==> src/rtl/voice_ctrl_pkg.sv <==
// ---------------------------------------------------------------------------
// voice_ctrl_pkg
// Shared definitions for the voice control mapper:
//   state_t  - control FSM states reported on o_state
//   SPEED_W  - width of the speed and jump-height outputs
//   abs_sat  - saturating magnitude of a signed sample
// ---------------------------------------------------------------------------
package voice_ctrl_pkg;

  typedef enum logic [1:0] {
    S_IDLE  = 2'd0,
    S_SEED  = 2'd1,
    S_ARMED = 2'd2,
    S_COOL  = 2'd3
  } state_t;

  localparam int SPEED_W = 16;

  // Magnitude of a sign-extended sample of width dw (dw <= 31).
  // The most negative value has no positive counterpart, so it is clamped
  // to the largest positive value of that width.
  function automatic logic [31:0] abs_sat(input logic signed [31:0] x, input int dw);
    logic [31:0] lim;
    logic [31:0] mag;
    lim = (32'd1 << (dw - 1)) - 32'd1;
    mag = x[31] ? 32'(-x) : 32'(x);
    return (mag > lim) ? lim : mag;
  endfunction

endpackage

==> src/rtl/voice_ctrl_mapper_window_averager.sv <==
// ---------------------------------------------------------------------------
// window_averager
// Converts signed samples to magnitudes, accumulates 2^LOG2_WIN accepted
// samples and publishes the scaled mean once per window.
//
// Ports:
//   i_clk, i_rst  clock, asynchronous active-high reset
//   i_start       enable; low discards the partial window
//   i_valid       sample strobe (accepted only while i_start=1)
//   i_data        signed sample
//   o_win_end     combinational: this cycle's sample closes a window
//   o_win_avg     combinational: volume of the window closing this cycle
//   o_avg_valid   registered one-cycle publish pulse
//   o_avg_vol     registered latest window volume (holds between windows)
//   o_peak_vol    (VOICE_PEAK_EN only) per-window peak magnitude, same scale
// ---------------------------------------------------------------------------
module window_averager
  import voice_ctrl_pkg::*;
#(
  parameter int DATA_W   = 16,
  parameter int LOG2_WIN = 11,
  parameter int AVG_W    = 8
) (
  input  logic                     i_clk,
  input  logic                     i_rst,
  input  logic                     i_start,
  input  logic                     i_valid,
  input  logic signed [DATA_W-1:0] i_data,
  output logic                     o_win_end,
  output logic [AVG_W-1:0]         o_win_avg,
  output logic                     o_avg_valid,
  output logic [AVG_W-1:0]         o_avg_vol
`ifdef VOICE_PEAK_EN
  ,
  output logic [AVG_W-1:0]         o_peak_vol
`endif
);

  localparam int MAG_W = DATA_W - 1;
  localparam int ACC_W = MAG_W + LOG2_WIN;

  logic [31:0]         mag_full;
  logic [MAG_W-1:0]    mag;
  logic                unused_mag_hi;
  logic [ACC_W-1:0]    acc_reg;
  logic [ACC_W-1:0]    acc_sum;
  logic [LOG2_WIN-1:0] cnt_reg;
  logic                accept;
  logic                last;

  assign mag_full      = abs_sat(32'(i_data), DATA_W);
  assign mag           = mag_full[MAG_W-1:0];
  assign unused_mag_hi = ^mag_full[31:MAG_W];

  assign accept  = i_start & i_valid;
  assign last    = (cnt_reg == {LOG2_WIN{1'b1}});
  assign acc_sum = acc_reg + ACC_W'(mag);

  // Mean is acc_sum >> LOG2_WIN; scaling down to AVG_W keeps its top bits,
  // so the published volume is simply the top AVG_W bits of the sum.
  assign o_win_end = accept & last;
  assign o_win_avg = acc_sum[ACC_W-1 -: AVG_W];

`ifdef VOICE_PEAK_EN
  logic [MAG_W-1:0] peak_reg;
  logic [MAG_W-1:0] peak_max;
  assign peak_max = (mag > peak_reg) ? mag : peak_reg;
`endif

  always_ff @(posedge i_clk or posedge i_rst) begin
    if (i_rst) begin
      acc_reg     <= '0;
      cnt_reg     <= '0;
      o_avg_valid <= 1'b0;
      o_avg_vol   <= '0;
`ifdef VOICE_PEAK_EN
      peak_reg    <= '0;
      o_peak_vol  <= '0;
`endif
    end else begin
      o_avg_valid <= 1'b0;
      if (!i_start) begin
        // Leaving the active level throws away the partial window.
        acc_reg  <= '0;
        cnt_reg  <= '0;
`ifdef VOICE_PEAK_EN
        peak_reg <= '0;
`endif
      end else if (i_valid) begin
        if (last) begin
          // Closing sample belongs to the old window; restart immediately.
          acc_reg     <= '0;
          cnt_reg     <= '0;
          o_avg_valid <= 1'b1;
          o_avg_vol   <= o_win_avg;
`ifdef VOICE_PEAK_EN
          peak_reg    <= '0;
          o_peak_vol  <= peak_max[MAG_W-1 -: AVG_W];
`endif
        end else begin
          acc_reg  <= acc_sum;
          cnt_reg  <= cnt_reg + LOG2_WIN'(1);
`ifdef VOICE_PEAK_EN
          peak_reg <= peak_max;
`endif
        end
      end
    end
  end

endmodule

==> src/rtl/voice_ctrl_mapper.sv <==
// ---------------------------------------------------------------------------
// voice_ctrl_mapper
// Turns windowed microphone volume into game controls: run (with
// hysteresis), a multi-level run speed and a rise-triggered jump with a
// per-window cooldown.
//
// Optional feature macro: VOICE_PEAK_EN adds o_peak_vol (per-window peak,
// same scaling as o_avg_vol, published with o_avg_valid).
//
// Ports:
//   i_clk, i_rst   clock, asynchronous active-high reset
//   i_start        level enable; low returns to S_IDLE
//   i_valid        sample strobe
//   i_data         signed PCM sample
//   o_avg_valid    one-cycle pulse per published window
//   o_avg_vol      latest window volume
//   o_run          run flag
//   o_run_speed    BASE_SPEED + level while running, else 0
//   o_jump         one-cycle jump pulse, coincident with o_avg_valid
//   o_jump_height  volume rise that caused the last jump
//   o_state        FSM state (voice_ctrl_pkg::state_t)
// ---------------------------------------------------------------------------
module voice_ctrl_mapper
  import voice_ctrl_pkg::*;
#(
  parameter int DATA_W     = 16,
  parameter int LOG2_WIN   = 11,
  parameter int AVG_W      = 8,
  parameter int RUN_ON     = 30,
  parameter int RUN_OFF    = 25,
  parameter int LEVEL_STEP = 15,
  parameter int N_LEVELS   = 3,
  parameter int BASE_SPEED = 2,
  parameter int JUMP_DELTA = 20,
  parameter int COOL_WIN   = 4
) (
  input  logic                     i_clk,
  input  logic                     i_rst,
  input  logic                     i_start,
  input  logic                     i_valid,
  input  logic signed [DATA_W-1:0] i_data,
  output logic                     o_avg_valid,
  output logic [AVG_W-1:0]         o_avg_vol,
  output logic                     o_run,
  output logic [SPEED_W-1:0]       o_run_speed,
  output logic                     o_jump,
  output logic [SPEED_W-1:0]       o_jump_height,
  output logic [1:0]               o_state
`ifdef VOICE_PEAK_EN
  ,
  output logic [AVG_W-1:0]         o_peak_vol
`endif
);

  localparam int EXT_W  = AVG_W + 4;
  localparam int COOL_W = (COOL_WIN < 1) ? 1 : $clog2(COOL_WIN + 1);

  localparam logic [EXT_W-1:0] RUN_ON_X  = EXT_W'(RUN_ON);
  localparam logic [EXT_W-1:0] RUN_OFF_X = EXT_W'(RUN_OFF);

  logic             win_end;
  logic [AVG_W-1:0] win_avg;

  window_averager #(
    .DATA_W  (DATA_W),
    .LOG2_WIN(LOG2_WIN),
    .AVG_W   (AVG_W)
  ) u_avg (
    .i_clk      (i_clk),
    .i_rst      (i_rst),
    .i_start    (i_start),
    .i_valid    (i_valid),
    .i_data     (i_data),
    .o_win_end  (win_end),
    .o_win_avg  (win_avg),
    .o_avg_valid(o_avg_valid),
    .o_avg_vol  (o_avg_vol)
`ifdef VOICE_PEAK_EN
    ,
    .o_peak_vol (o_peak_vol)
`endif
  );

  state_t             state_reg;
  logic               run_reg;
  logic [SPEED_W-1:0] speed_reg;
  logic               jump_reg;
  logic [SPEED_W-1:0] height_reg;
  logic [AVG_W-1:0]   prev_reg;
  logic [COOL_W-1:0]  cool_reg;

  logic [EXT_W-1:0]   avg_ext;
  logic               run_next;
  logic [7:0]         lvl_hit;
  logic [3:0]         level;
  logic [SPEED_W-1:0] speed_lvl;
  logic [AVG_W:0]     prev_plus;
  logic               jump_hit;

  assign avg_ext = EXT_W'(win_avg);

  // Hysteresis: on at RUN_ON, off only below RUN_OFF.
  always_comb begin
    run_next = run_reg;
    if (!run_reg && (avg_ext >= RUN_ON_X)) begin
      run_next = 1'b1;
    end else if (run_reg && (avg_ext < RUN_OFF_X)) begin
      run_next = 1'b0;
    end
  end

  // One comparator per level above 0; the level is the count of hits.
  assign lvl_hit[0] = 1'b0;
  generate
    for (genvar gi = 1; gi < 8; gi++) begin : g_level
      if (gi < N_LEVELS) begin : g_used
        localparam logic [EXT_W-1:0] THR = EXT_W'(RUN_ON + gi * LEVEL_STEP);
        assign lvl_hit[gi] = (avg_ext >= THR);
      end else begin : g_unused
        assign lvl_hit[gi] = 1'b0;
      end
    end
  endgenerate

  always_comb begin
    level = 4'd0;
    for (int k = 1; k < 8; k++) begin
      level = level + {3'b000, lvl_hit[k]};
    end
  end

  assign speed_lvl = SPEED_W'(BASE_SPEED) + SPEED_W'(level);

  // One extra bit so prev + delta never wraps below the threshold.
  assign prev_plus = {1'b0, prev_reg} + (AVG_W + 1)'(JUMP_DELTA);
  assign jump_hit  = ({1'b0, win_avg} >= prev_plus);

  always_ff @(posedge i_clk or posedge i_rst) begin
    if (i_rst) begin
      state_reg  <= S_IDLE;
      run_reg    <= 1'b0;
      speed_reg  <= '0;
      jump_reg   <= 1'b0;
      height_reg <= '0;
      prev_reg   <= '0;
      cool_reg   <= '0;
    end else begin
      jump_reg <= 1'b0;
      if (!i_start) begin
        // Volume and last jump height are kept for the game logic.
        state_reg <= S_IDLE;
        run_reg   <= 1'b0;
        speed_reg <= '0;
        cool_reg  <= '0;
      end else begin
        if (win_end) begin
          prev_reg  <= win_avg;
          run_reg   <= run_next;
          speed_reg <= run_next ? speed_lvl : '0;
        end
        case (state_reg)
          S_IDLE: state_reg <= S_SEED;
          S_SEED: if (win_end) state_reg <= S_ARMED;
          S_ARMED: begin
            if (win_end && jump_hit) begin
              jump_reg   <= 1'b1;
              height_reg <= SPEED_W'(win_avg - prev_reg);
              cool_reg   <= COOL_W'(COOL_WIN);
              state_reg  <= S_COOL;
            end
          end
          S_COOL: begin
            if (win_end) begin
              // Re-arm on the window that brings the counter to zero.
              if (cool_reg <= COOL_W'(1)) begin
                cool_reg  <= '0;
                state_reg <= S_ARMED;
              end else begin
                cool_reg <= cool_reg - COOL_W'(1);
              end
            end
          end
          default: state_reg <= S_IDLE;
        endcase
      end
    end
  end

  assign o_run         = run_reg;
  assign o_run_speed   = speed_reg;
  assign o_jump        = jump_reg;
  assign o_jump_height = height_reg;
  assign o_state       = state_reg;

endmodule
==> config.mk <==
export PLATFORM = sky130hd
export DESIGN_NAME = voice_ctrl_mapper
export DESIGN_NICKNAME = d
export VERILOG_FILES = /design/src/rtl/voice_ctrl_pkg.sv /design/src/rtl/voice_ctrl_mapper_window_averager.sv /design/src/rtl/voice_ctrl_mapper.sv
export SDC_FILE = /design/constraint.sdc
export NUM_CORES = 1
export LEC_CHECK = 0
export CAP_MARGIN = 15
export CORE_ASPECT_RATIO = 0.7
export CORE_UTILIZATION = 61
export DETAILED_ROUTE_END_ITERATION = 10
export PLACE_DENSITY = 0.95
export SETUP_SLACK_MARGIN = 0.05
export SKIP_CTS_REPAIR_TIMING = 1
export SLEW_MARGIN = 20
export SYNTH_ARGS = -nofsm -noshare
export SYNTH_HDL_FRONTEND = slang
export SYNTH_SLANG_ARGS = --single-unit
==> constraint.sdc <==
create_clock -name i_clk -period 7.2 [get_ports i_clk]
set_clock_uncertainty 0.05 [all_clocks]
set_input_delay 0.72 -clock i_clk [delete_from_list [all_inputs] [get_ports i_clk]]
set_output_delay 0.72 -clock i_clk [all_outputs]
set_load 0.02 [all_outputs]
-- Word-level counts from Yosys, hierarchy flattened
Cells that the tools add are included.
- input port bits: 20
- flip-flop bits (word level): 93
- output and inout bits: 45
- magnitude comparators: 7
- bitwise logic cells: 2
- reduce and logical (&&, ||, !) cells: 10
- eq/ne operators: 11
- add/subtract/negate cells: 8
- muxes and demuxes: 32
- operators with widths (cell ; number):
    26-bit two-way mux ; 3
    11-bit two-way mux ; 3
    32-bit by 15-bit greater-than comparator with 1-bit output, second input constant ; 1
    16-bit two-way mux ; 2
    32-bit two-way mux ; 1
    16-bit negator with 32-bit output ; 1
    26-bit by 15-bit adder with 26-bit output ; 1
    8-bit by 6-bit greater-or-equal comparator with 1-bit output, second input constant ; 2
    15-bit two-way mux ; 1
    3-bit two-way mux ; 5
    3-bit != test, second input constant ; 4
    11-bit by 1-bit adder with 11-bit output, second input constant ; 1
    11-bit equality test, second input constant ; 1
    1-bit two-way mux ; 10
    2-bit two-way mux ; 5
    8-bit by 5-bit adder with 9-bit output, second input constant ; 1
    8-bit by 9-bit greater-or-equal comparator with 1-bit output ; 1
    3-bit AND reduction ; 3
    8-bit by 8-bit subtractor with 9-bit output ; 1
    8-bit by 5-bit greater-or-equal comparator with 1-bit output, second input constant ; 1
    8-bit by 5-bit < comparator with 1-bit output, second input constant ; 1
    2-bit one-hot mux with 4 select lines ; 1
    3-bit one-hot mux with 2 select lines ; 1
    2-bit equality test, second input constant ; 2
    other kinds (13) ; 17

-- Logic depth before layout (Yosys ltp)
Gate-level depths: netlist (run 1).
- depth after elaboration: 12
- gate-level depth with buffers: 28
- depth with buffers taken out: 27

-- Cells and area by module
A second synthesis (run 1) with hierarchy kept.
- cell total of the unflattened synthesis: 571
- area, all modules: 5217.5 um^2
- modules (own cells, without submodules) (module ; cells an instance ; area an instance (um^2) ; times used):
    window_averager ; 380 ; 3311.9 ; 1
    voice_ctrl_mapper ; 191 ; 1905.6 ; 1

-- Least setup slack after synthesis (run 1)
OpenSTA, ideal clock, no wires.
- path type: input-to-reg
- from: input i_data[2]
- to: register cool_reg[0]
- cell stages on the path: 27
- path slack: 1254 ps
- arrival: 5817 ps
- cell sequence: nor2_1 -> nand3_1 -> or3_1 -> or3_1 -> nand4bb_1 -> clkbuf_1 -> nand2_1 -> ha_1 -> inv_1 -> fa_1 -> nand2b_1 -> a21oi_1 -> o211ai_2 -> nand2_2 -> nand3_1 -> xor2_1 -> ha_1 -> nand2b_1 -> a21oi_1 -> o21bai_1 -> a21o_1 -> a21o_1 -> a2111oi_2 -> or3_1 -> buf_2 -> a21boi_4 -> mux2i_1
- word-level cells in the longest chain between the ends: 9
- ends and longest elaborated chain (item ; line ; source):
    start, declared ; voice_ctrl_mapper.sv:41 ; input logic signed [DATA_W-1:0] i_data,
    16-bit negator with 32-bit output ; voice_ctrl_pkg.sv:26 ; mag = x[31] ? 32'(-x) : 32'(x);
    32-bit two-way mux * ; voice_ctrl_pkg.sv:26 ;
    32-bit by 15-bit greater-than comparator with 1-bit output ; voice_ctrl_pkg.sv:27 ; return (mag > lim) ? lim : mag;
    15-bit two-way mux * ; voice_ctrl_pkg.sv:27 ;
    26-bit by 15-bit adder with 26-bit output * ; voice_ctrl_mapper_window_averager.sv:57 ; assign acc_sum = acc_reg + ACC_W'(mag);
    8-bit by 9-bit greater-or-equal comparator with 1-bit output * ; voice_ctrl_mapper.sv:136 ; assign jump_hit = ({1'b0, win_avg} >= prev_plus);
    1-bit logical AND * ; voice_ctrl_mapper.sv:165 ; if (win_end && jump_hit) begin
    3-bit != test (no source line) * ; - ;
    3-bit AND reduction (no source line) * ; - ;
    end signal, assigned ; voice_ctrl_mapper.sv:168 ; cool_reg <= COOL_W'(COOL_WIN);
    end signal, assigned ; voice_ctrl_mapper.sv:179 ; cool_reg <= cool_reg - COOL_W'(1);
    end, declared ; voice_ctrl_mapper.sv:90 ; logic [COOL_W-1:0] cool_reg;
Every way passes the cells marked *; elsewhere a longest branch is shown, timed or not.
A chain may end at the register's enable or synchronous reset.

-- Worst setup path after layout (run 1)
Same ends and word-level chain as after synthesis.

==> flow_metrics.tcl, run 1 <==
set metrics [dict create \
    rows 27 \
    comb_power_share_pct 22.2 \
    relSlewSlack_pct 28.0 \
    grt_pass1_vias 4212 \
    hold_path_end "u_avg.o_avg_vol[3]$_DFFE_PP0P_" \
    area_growth_pct 15.9 \
    synth.avg_cell_area_um2 8.91 \
    p_leak_nw 2.70 \
    sw_frac_of_total_pct 30.2 \
    layout.nets 670 \
    synth_edf_count 0 \
    ys_seq_area_share_pct 36.0 \
    grt_pass1_wl_um 20100 \
    start_kind "primary input" \
    mostFrequentLayoutCells "nand2_1, dfrtp_1, clkdlybuf4s50_1, o21ai_0, ha_1" \
    die_w_um 111 \
    worst_pin_slew_ns 1.08 \
    yosys_warnings 0 \
    grt_overflow 0 \
    setup_viol 0 \
    ff2ff_path_depth 19 \
    cts_buffers 9 \
    remaining_drc_errors 2 \
    rrSetupSlack_ns 2.71 \
    detail_route.wl_per_cell_um 16.9 \
    drive_above_1_share_pct 8.25 \
    clkPwrFrac_pct 39.1 \
    status "complete, but fails checks" \
    p_sw_mw 0.347 \
    r2r-start "u_avg.acc_reg[0]$_DFFE_PP0P_" \
    clk_latency_ns 0.34 \
    finalHoldViolations 0 \
    internal_power_mw 0.802 \
    grt_max_degree 74 \
    start_util_pct 63.6 \
    antenna_found_initial 0 \
    worstPathRequired_ns 7.39 \
    violations "DRC" \
    cts_buffer_depth 2 \
    cp.arrival_ns 6.88 \
    netlist_instances 569 \
    hold_start "u_avg.o_avg_vol[3]$_DFFE_PP0P_" \
    setup_tns_ns 0 \
    critPathMaxFanout 13 \
    dieArea_mm2 0.00869 \
    yosys.cell_types.count 66 \
    hp-class "register to register" \
    ys.flop_type "dfrtp_1" \
    place_ws_ns 0.159 \
    largest_reg_flops 26 \
    final_max_slew_viol_count 0 \
    drtAntennaViolNets 0 \
    core_area_mm2 0.00797 \
    io_pins 65 \
    drv_cap 0 \
    antenna_cells 0 \
    fin_ws_ns 0.514 \
    holdPathStages 1 \
    layout_commonest_cell "nand2_1" \
    clk_pin_slew_ns 0.06 \
    portBuffers 51 \
    finalCriticalPeriod_ns 6.69 \
    power.total_mw 1.15 \
    reg2reg_to "cool_reg[0]$_DFFE_PP0P_" \
    cts_sinks 73 \
    grtUsageTotal_pct 29.4 \
    drt_iter0_markers 368 \
    max_freq_ghz 0.150 \
    via_count 4345 \
    p_seq_share_pct 38.7 \
    htree_num_levels 3 \
    die_h_um 78.3 \
    ir_worst_vdd_uv 117 \
    viasPerCell 6.04 \
    synth_seq_cells 73 \
    cts-root-buf "clkbuf_16" \
    period_share_pct 92.9 \
    synthArstFlopShare_pct 100 \
    fin_util_pct 73.7 \
    place.gp.congestion 0.926 \
    firstDrtPassIters 8 \
    syn_area_mm2 0.00507 \
    dp_hpwl_um 8610 \
    grt_setup_unrepaired "false" \
    worstSetupPathType "primary input to register" \
    tritoncts "done" \
    power.density_mw_per_mm2 195 \
    endpoint_kind "register" \
    routed_wl_um 12100 \
]
## kinds of logic (layout without fill, tap and decap cells)
group	after synthesis	count (layout)	share of synthesized area [%]
simple gates	197	197	19.1
buf+inv	63	100	6.34
fa+ha+maj	37	37	9.43
flops	73	73	36.0
other cells	1	13	0.0739
mux	4	4	0.814
compound gates	150	150	20.1
xor+xnor	44	44	8.04
## cell usage after synthesis (8+ instances only)
library cell   n  share of area, %
a21o_1         8               1.2
a21oi_1       33               3.3
buf_4         20               3.0
clkbuf_1      12              0.89
dfrtp_1       73                36
ha_1          35               8.6
inv_1         27               2.0
nand2_1       78               5.8
nand2b_1      15               1.9
nand3_1       14               1.4
nand4_1        9               1.1
nor2_1        30               2.2
o21a_1         9               1.3
o21ai_0       47               4.6
xnor2_1       13               2.2
xor2_1        28               4.8
## cell type report
cell class | instances | area [um^2]
Tap cell | 101 | 126
Clock buffer | 10 | 239
Multi-Input combinational cell | 445 | 2970
Clock inverter | 6 | 57.6
Sequential cell | 73 | 1830
Fill cell | 541 | 2100
Timing Repair Buffer | 56 | 548
Inverter | 28 | 105
## layer usage
| metal | wire length, um | up-vias | global-route usage (%) |
|---|---|---|---|
| li1 | - | 2053 | - |
| met1 | 5510 | 2079 | 40.2 |
| met2 | 5560 | 182 | 47.0 |
| met3 | 816 | 31 | 5.48 |
| met4 | 257 | 0 | 10.5 |
| met5 | 0 | - | 0 |
## worst max path at each step
stage                   start                 endpoint  slack (ns)  cells after the start
detailed placement  i_data[2]  cool_reg[0]$_DFFE_PP0P_        0.16                     26
global placement    i_data[2]  cool_reg[0]$_DFFE_PP0P_        0.47                     26
CTS                 i_data[2]  cool_reg[0]$_DFFE_PP0P_        0.41                     26
global route        i_data[2]  cool_reg[0]$_DFFE_PP0P_        0.08                     26
floorplan           i_data[2]  cool_reg[0]$_DFFE_PP0P_        1.25                     27
finish              i_data[2]  cool_reg[0]$_DFFE_PP0P_        0.51                     26
## power by group through the flow
stage | clock network, mW | logic [mW] | registers [mW]
after floorplan | 0 | 0.199 | 0.446
after global placement | 0 | 0.236 | 0.449
after detailed placement | 0 | 0.245 | 0.450
after CTS | 0.451 | 0.251 | 0.444
after global routing | 0.468 | 0.282 | 0.446
final | 0.449 | 0.256 | 0.444
## critical path, stage by stage
cell and delay [ns]:
clkdlybuf4s50_1 0.47, nor2_1 0.16, nand3_1 0.10, or3_1 0.36
or3_1 0.42, nand4bb_2 0.45, nand2_1 0.18, ha_1 0.21
inv_1 0.07, fa_1 0.38, nand2b_1 0.20, a21oi_1 0.32
o211ai_2 0.17, nand2_2 0.12, nand3_1 0.09, xor2_1 0.17
ha_1 0.30, nand2b_1 0.15, a21oi_1 0.16, o21bai_1 0.08
a21o_1 0.18, a21o_1 0.18, a2111oi_2 0.48, or3_1 0.24
a21boi_4 0.24, mux2i_1 0.26
## per-stage QoR
stage	instance area, um^2	std cells	hold WS (ns)
4_1_cts	5870	719	0.441
3_3_place_gp	5570	703	0.414
6_report	5880	719	0.436
3_5_place_dp	5570	703	0.423
2_1_floorplan	5120	581	0.406
5_1_grt	5880	719	0.453
Power figures use the tool's default switching activity.
==> run 2: changes to the inputs <==
--- a/config.mk
+++ b/config.mk
@@ -6,10 +6,12 @@
 export NUM_CORES = 1
 export LEC_CHECK = 0
 export CAP_MARGIN = 15
+export CELL_PAD_IN_SITES_DETAIL_PLACEMENT = 1
+export CELL_PAD_IN_SITES_GLOBAL_PLACEMENT = 1
 export CORE_ASPECT_RATIO = 0.7
-export CORE_UTILIZATION = 61
+export CORE_UTILIZATION = 46
 export DETAILED_ROUTE_END_ITERATION = 10
-export PLACE_DENSITY = 0.95
+export PLACE_DENSITY_LB_ADDON = 0.1
 export SETUP_SLACK_MARGIN = 0.05
 export SKIP_CTS_REPAIR_TIMING = 1
 export SLEW_MARGIN = 20
==> run 2 against run 1 <==
- the run now ends clean
- fmax grew 0.44%
- highest routed layer unchanged
- final area is 2.8% higher
- non-clock buffer count rose by 3
- wire length is 14% higher
- critical path type unchanged
- critical path depth is 1 lower
- sequential share of layout area down 0.84 points
- sequential cell count unchanged
- register-to-register slack got worse by 0.10 ns
- global-route usage down 4.0 points
- cell count up 7.0%
- via count shrank 1.3%
==> flow_metrics.tcl, run 2 (same netlist as run 1, synthesis figures left out) <==
set metrics [dict create \
    status "completed" \
    finalHoldViolations 0 \
    cts_buffers 9 \
    power.density_mw_per_mm2 211 \
    die_h_um 89.8 \
    hp-class "register to register" \
    core_area_mm2 0.0105 \
    dp_hpwl_um 10200 \
    drv_cap 0 \
    rows 31 \
    fin_ws_ns 0.543 \
    cts_buffer_depth 2 \
    start_util_pct 48.2 \
    cp.arrival_ns 6.86 \
    stdcell_area_mm2 0.00604 \
    antenna_found_initial 0 \
    worstSetupPathType "primary input to register" \
    place_area_mm2 0.00566 \
    grt_max_degree 74 \
    clkPwrFrac_pct 44.7 \
    cts_sinks 73 \
    p_sw_mw 0.359 \
    internal_power_mw 0.912 \
    setup_tns_ns 0 \
    relSlewSlack_pct 34.6 \
    critPathMaxFanout 13 \
    via_count 4288 \
    routed_wl_um 13800 \
    place_ws_ns 0.231 \
    detail_route.wl_per_cell_um 18.0 \
    viasPerCell 5.58 \
    layout_commonest_cell "nand2_1" \
    final_max_slew_viol_count 0 \
    mostFrequentLayoutCells "nand2_1, dfrtp_1, clkdlybuf4s50_1, o21ai_0, ha_1" \
    htree_num_levels 3 \
    largest_reg_flops 26 \
    cts-root-buf "clkbuf_16" \
    worstPathRequired_ns 7.41 \
    ir_worst_vdd_uv 115 \
    firstDrtPassIters 4 \
    io_pins 65 \
    area_growth_pct 19.1 \
    drtAntennaViolNets 0 \
    clk_latency_ns 0.34 \
    clk_pin_slew_ns 0.06 \
    sw_frac_of_total_pct 28.3 \
    setup_viol 0 \
    drive_above_1_share_pct 8.86 \
    grt_pass1_wl_um 23100 \
    p_leak_nw 2.75 \
    grt_overflow 0 \
    worst_pin_slew_ns 0.980 \
    grtUsageTotal_pct 25.4 \
    portBuffers 51 \
    comb_power_share_pct 20.4 \
    remaining_drc_errors 0 \
    grt_pass1_vias 4494 \
    start_kind "primary input" \
    drt_iter0_markers 234 \
    max_freq_ghz 0.150 \
    period_share_pct 92.5 \
    endpoint_kind "register" \
    tritoncts "done" \
    p_seq_share_pct 34.9 \
    finalCriticalPeriod_ns 6.66 \
    fillers 1224 \
    dieArea_mm2 0.0115 \
    antenna_cells 0 \
    layout.nets 673 \
    place.gp.congestion 0.854 \
    die_w_um 127 \
    grt_setup_unrepaired "false" \
]
## run 2: path summary, 6_finish.rpt
check	cells after the start	slack, ns	to	from
min reg2reg	2	0.43	o_jump_height[4]$_DFFE_PP0P_	o_jump_height[4]$_DFFE_PP0P_
max reg2reg	17	2.61	cool_reg[0]$_DFFE_PP0P_	u_avg.acc_reg[10]$_DFFE_PP0P_
max in group asynchronous	3	5.51	o_jump_height[5]$_DFFE_PP0P_	i_rst
max	25	0.54	cool_reg[0]$_DFFE_PP0P_	i_data[2]
min in group asynchronous	3	0.94	cool_reg[0]$_DFFE_PP0P_	i_rst
min	2	0.43	o_jump_height[4]$_DFFE_PP0P_	o_jump_height[4]$_DFFE_PP0P_
## run 2: critical path: stages
cell             delay, ns
clkdlybuf4s50_1       0.47
nor2_1                0.21
nand3_1               0.12
or3_1                 0.36
or3_1                 0.46
nand4bb_1             0.21
buf_4                 0.21
nand2_1               0.10
ha_1                  0.26
a211oi_2              0.33
o211ai_2              0.17
a31oi_4               0.22
o21ai_2               0.14
and2_4                0.19
xnor2_2               0.38
inv_1                 0.15
ha_1                  0.33
a21oi_1               0.14
o21bai_1              0.08
a21o_1                0.18
a21o_1                0.18
a2111oi_2             0.48
or3_1                 0.30
a21boi_4              0.25
mux2i_1               0.21
## run 2: power by group through the flow
stage                     Sequential, mW  Combinational (mW)  Clock (mW)
after floorplan                    0.446               0.199           0
final                              0.444               0.259       0.568
after detailed placement           0.451               0.254           0
after global placement             0.449               0.242           0
after CTS                          0.444               0.258       0.576
after global routing               0.446               0.289       0.588
## run 2: metrics by stage
stage          utilization (%)  instances  hold slack [ns]  total power, mW
6_report                  57.4        769            0.433             1.27
5_1_grt                   57.4        769            0.476             1.32
4_1_cts                   57.4        769            0.441             1.28
3_5_place_dp              53.8        753            0.430            0.704
3_3_place_gp              53.8        753            0.413            0.691
2_1_floorplan                -        581            0.406            0.645
## run 2: cell type report
type                    count  area, um^2  share of cell area [%]
clock inverters             6         138                    2.28
inverters                  28         105                    1.74
repair buffers             59         571                    9.45
multi-input cells         445        2970                    49.3
flip-flops and latches     73        1830                    30.3
clock buffers              10         239                    3.96
well taps                 148         185                    3.07
## run 2: metal layers
metal / wire [um] / GRT usage, %
met4: 74 / 3.87
met2: 6430 / 41.8
met5: 0 / 0
met1: 6930 / 35.7
met3: 375 / 4.29
==> run 3: changes to the inputs <==
--- a/config.mk
+++ b/config.mk
@@ -14,7 +14,7 @@
 export PLACE_DENSITY_LB_ADDON = 0.1
 export SETUP_SLACK_MARGIN = 0.05
 export SKIP_CTS_REPAIR_TIMING = 1
-export SLEW_MARGIN = 20
+export SLEW_MARGIN = 15
 export SYNTH_ARGS = -nofsm -noshare
 export SYNTH_HDL_FRONTEND = slang
 export SYNTH_SLANG_ARGS = --single-unit
==> run 3 against run 2 <==
- setup slack worse by 0.020 ns
- first-iteration DRC count is 0.43% higher
- critical path depth is 2 higher
- sequential power hardly changed
- clock power hardly changed
- worst hold slack worse by 0.0020 ns
- fmax is 0.30% lower
- sequential cell count stayed put
- combinational power hardly changed
- critical path type unchanged
- critical endpoint unchanged
- largest cell class unchanged
- highest routed layer unchanged
==> flow_metrics.tcl, run 3 (same netlist as run 1, synthesis figures left out) <==
set metrics [dict create \
    hold_path_end "o_jump_height[4]$_DFFE_PP0P_" \
    fin_ws_ns 0.523 \
    start_kind "primary input" \
    rrSetupSlack_ns 2.66 \
    ir_worst_vdd_uv 127 \
    die_w_um 127 \
    holdWs_ns 0.431 \
    grtUsageTotal_pct 25.2 \
    cp.arrival_ns 6.88 \
    place_ws_ns 0.232 \
    dp_hpwl_um 10200 \
    drv_cap 0 \
    r2r-start "u_avg.acc_reg[0]$_DFFE_PP0P_" \
    relSlewSlack_pct 34.5 \
    final_max_slew_viol_count 0 \
    rows 31 \
    hp-class "register to register" \
    via_count 4289 \
    worst_pin_slew_ns 0.982 \
    reg2reg_to "cool_reg[0]$_DFFE_PP0P_" \
    setup_viol 0 \
    htree_num_levels 3 \
    ff2ff_path_depth 19 \
    holdPathStages 2 \
    portBuffers 51 \
    dieArea_mm2 0.0115 \
    firstDrtPassIters 4 \
    cts_sinks 73 \
    grt_pass1_vias 4432 \
    grt_setup_unrepaired "false" \
    tritoncts "done" \
    finalHoldViolations 0 \
    layout.nets 673 \
    cts_buffers 9 \
    cpMaxStageDelayCell "clkdlybuf4s50_1" \
    cpMostUsedCell "or3_1" \
    critPathMaxFanout 13 \
    grt_max_degree 74 \
    power.density_mw_per_mm2 210 \
    clk_latency_ns 0.34 \
    max_stage_delay_ns 0.48 \
    mostFrequentLayoutCells "nand2_1, dfrtp_1, clkdlybuf4s50_1, o21ai_0, ha_1" \
    core_area_mm2 0.0105 \
    routed_wl_um 13700 \
    worstPathRequired_ns 7.41 \
    cts_buffer_depth 2 \
    drtAntennaViolNets 0 \
    endpoint_kind "register" \
    period_share_pct 92.7 \
    status "completed" \
    power.total_mw 1.27 \
    clk_pin_slew_ns 0.06 \
    drt_iter0_markers 235 \
    remaining_drc_errors 0 \
    start_util_pct 48.2 \
    antenna_cells 0 \
    max_freq_ghz 0.150 \
    viasPerCell 5.58 \
    die_h_um 89.8 \
    layout_commonest_cell "nand2_1" \
    finalCriticalPeriod_ns 6.68 \
    p_leak_nw 2.75 \
    grt_pass1_wl_um 22800 \
    cts-root-buf "clkbuf_16" \
    hold_start "o_jump_height[4]$_DFFE_PP0P_" \
    drive_above_1_share_pct 8.70 \
    place.gp.congestion 0.854 \
    largest_reg_flops 26 \
    antenna_found_initial 0 \
    io_pins 65 \
    area_growth_pct 19.0 \
    worstSetupPathType "primary input to register" \
    grt_overflow 0 \
    setup_tns_ns 0 \
    detail_route.wl_per_cell_um 17.8 \
]
[run 3: changes by cell type in the layout (fill, tap and decap cells not counted)]
cell / previous run / this run
a21oi_1: 32 / 33
a21oi_2: 2 / 1
[run 3: metrics by stage]
| step | utilization, % | std cells | area [um^2] |
|---|---|---|---|
| finish | 57.4 | 769 | 6030 |
| global route | 57.4 | 769 | 6030 |
| CTS | 57.4 | 769 | 6030 |
| detailed placement | 53.8 | 753 | 5660 |
| global placement | 53.8 | 753 | 5660 |
| floorplan | - | 581 | 5120 |
[run 3: power breakdown]
| group | switching [mW] | internal (mW) | total [mW] | leakage [nW] |
|---|---|---|---|---|
| Clock | 0.181 | 0.385 | 0.566 | 0.183 |
| Combinational | 0.158 | 0.0984 | 0.257 | 1.59 |
| Sequential | 0.0150 | 0.429 | 0.444 | 0.974 |
| Total | 0.354 | 0.912 | 1.27 | 2.75 |
[run 3: cell type report]
cell class              instances  area, um^2
repair buffers                 59         571
well taps                     148         185
fillers                      1233        4480
clock inverters                 6         138
clock buffers                  10         239
inverters                      28         105
multi-input cells             445        2970
flip-flops and latches         73        1830
[run 3: worst max-delay path, delay by kind of cell]
| kind | cells | cell delay, ns |
|---|---|---|
| xor gates and xnor gates | 1 | 0.20 |
| muxes | 1 | 0.21 |
| buffers and inverters | 3 | 0.76 |
| and+or+nand+nor | 11 | 2.27 |
| adders and majority gates | 3 | 0.87 |
| AOI/OAI and AO/OA | 8 | 1.83 |
[run 3: worst max path at each step]
stage / start / endpoint / slack [ns] / depth (start not counted)
finish: i_data[2] / cool_reg[0]$_DFFE_PP0P_ / 0.52 / 27
global route: i_data[2] / cool_reg[0]$_DFFE_PP0P_ / 0.11 / 27
CTS: i_data[2] / cool_reg[0]$_DFFE_PP0P_ / 0.53 / 27
detailed placement: i_data[2] / cool_reg[0]$_DFFE_PP0P_ / 0.23 / 27
global placement: i_data[2] / cool_reg[0]$_DFFE_PP0P_ / 0.61 / 27
floorplan: i_data[2] / cool_reg[0]$_DFFE_PP0P_ / 1.25 / 27
[run 3: per-layer routing]
metal	part of all wire [%]	track usage [%]	wire length, um
met5	0	0	0
met4	0.75	4.56	102
met3	2.4	4.29	325
met1	50	35.4	6870
met2	47	41.0	6390
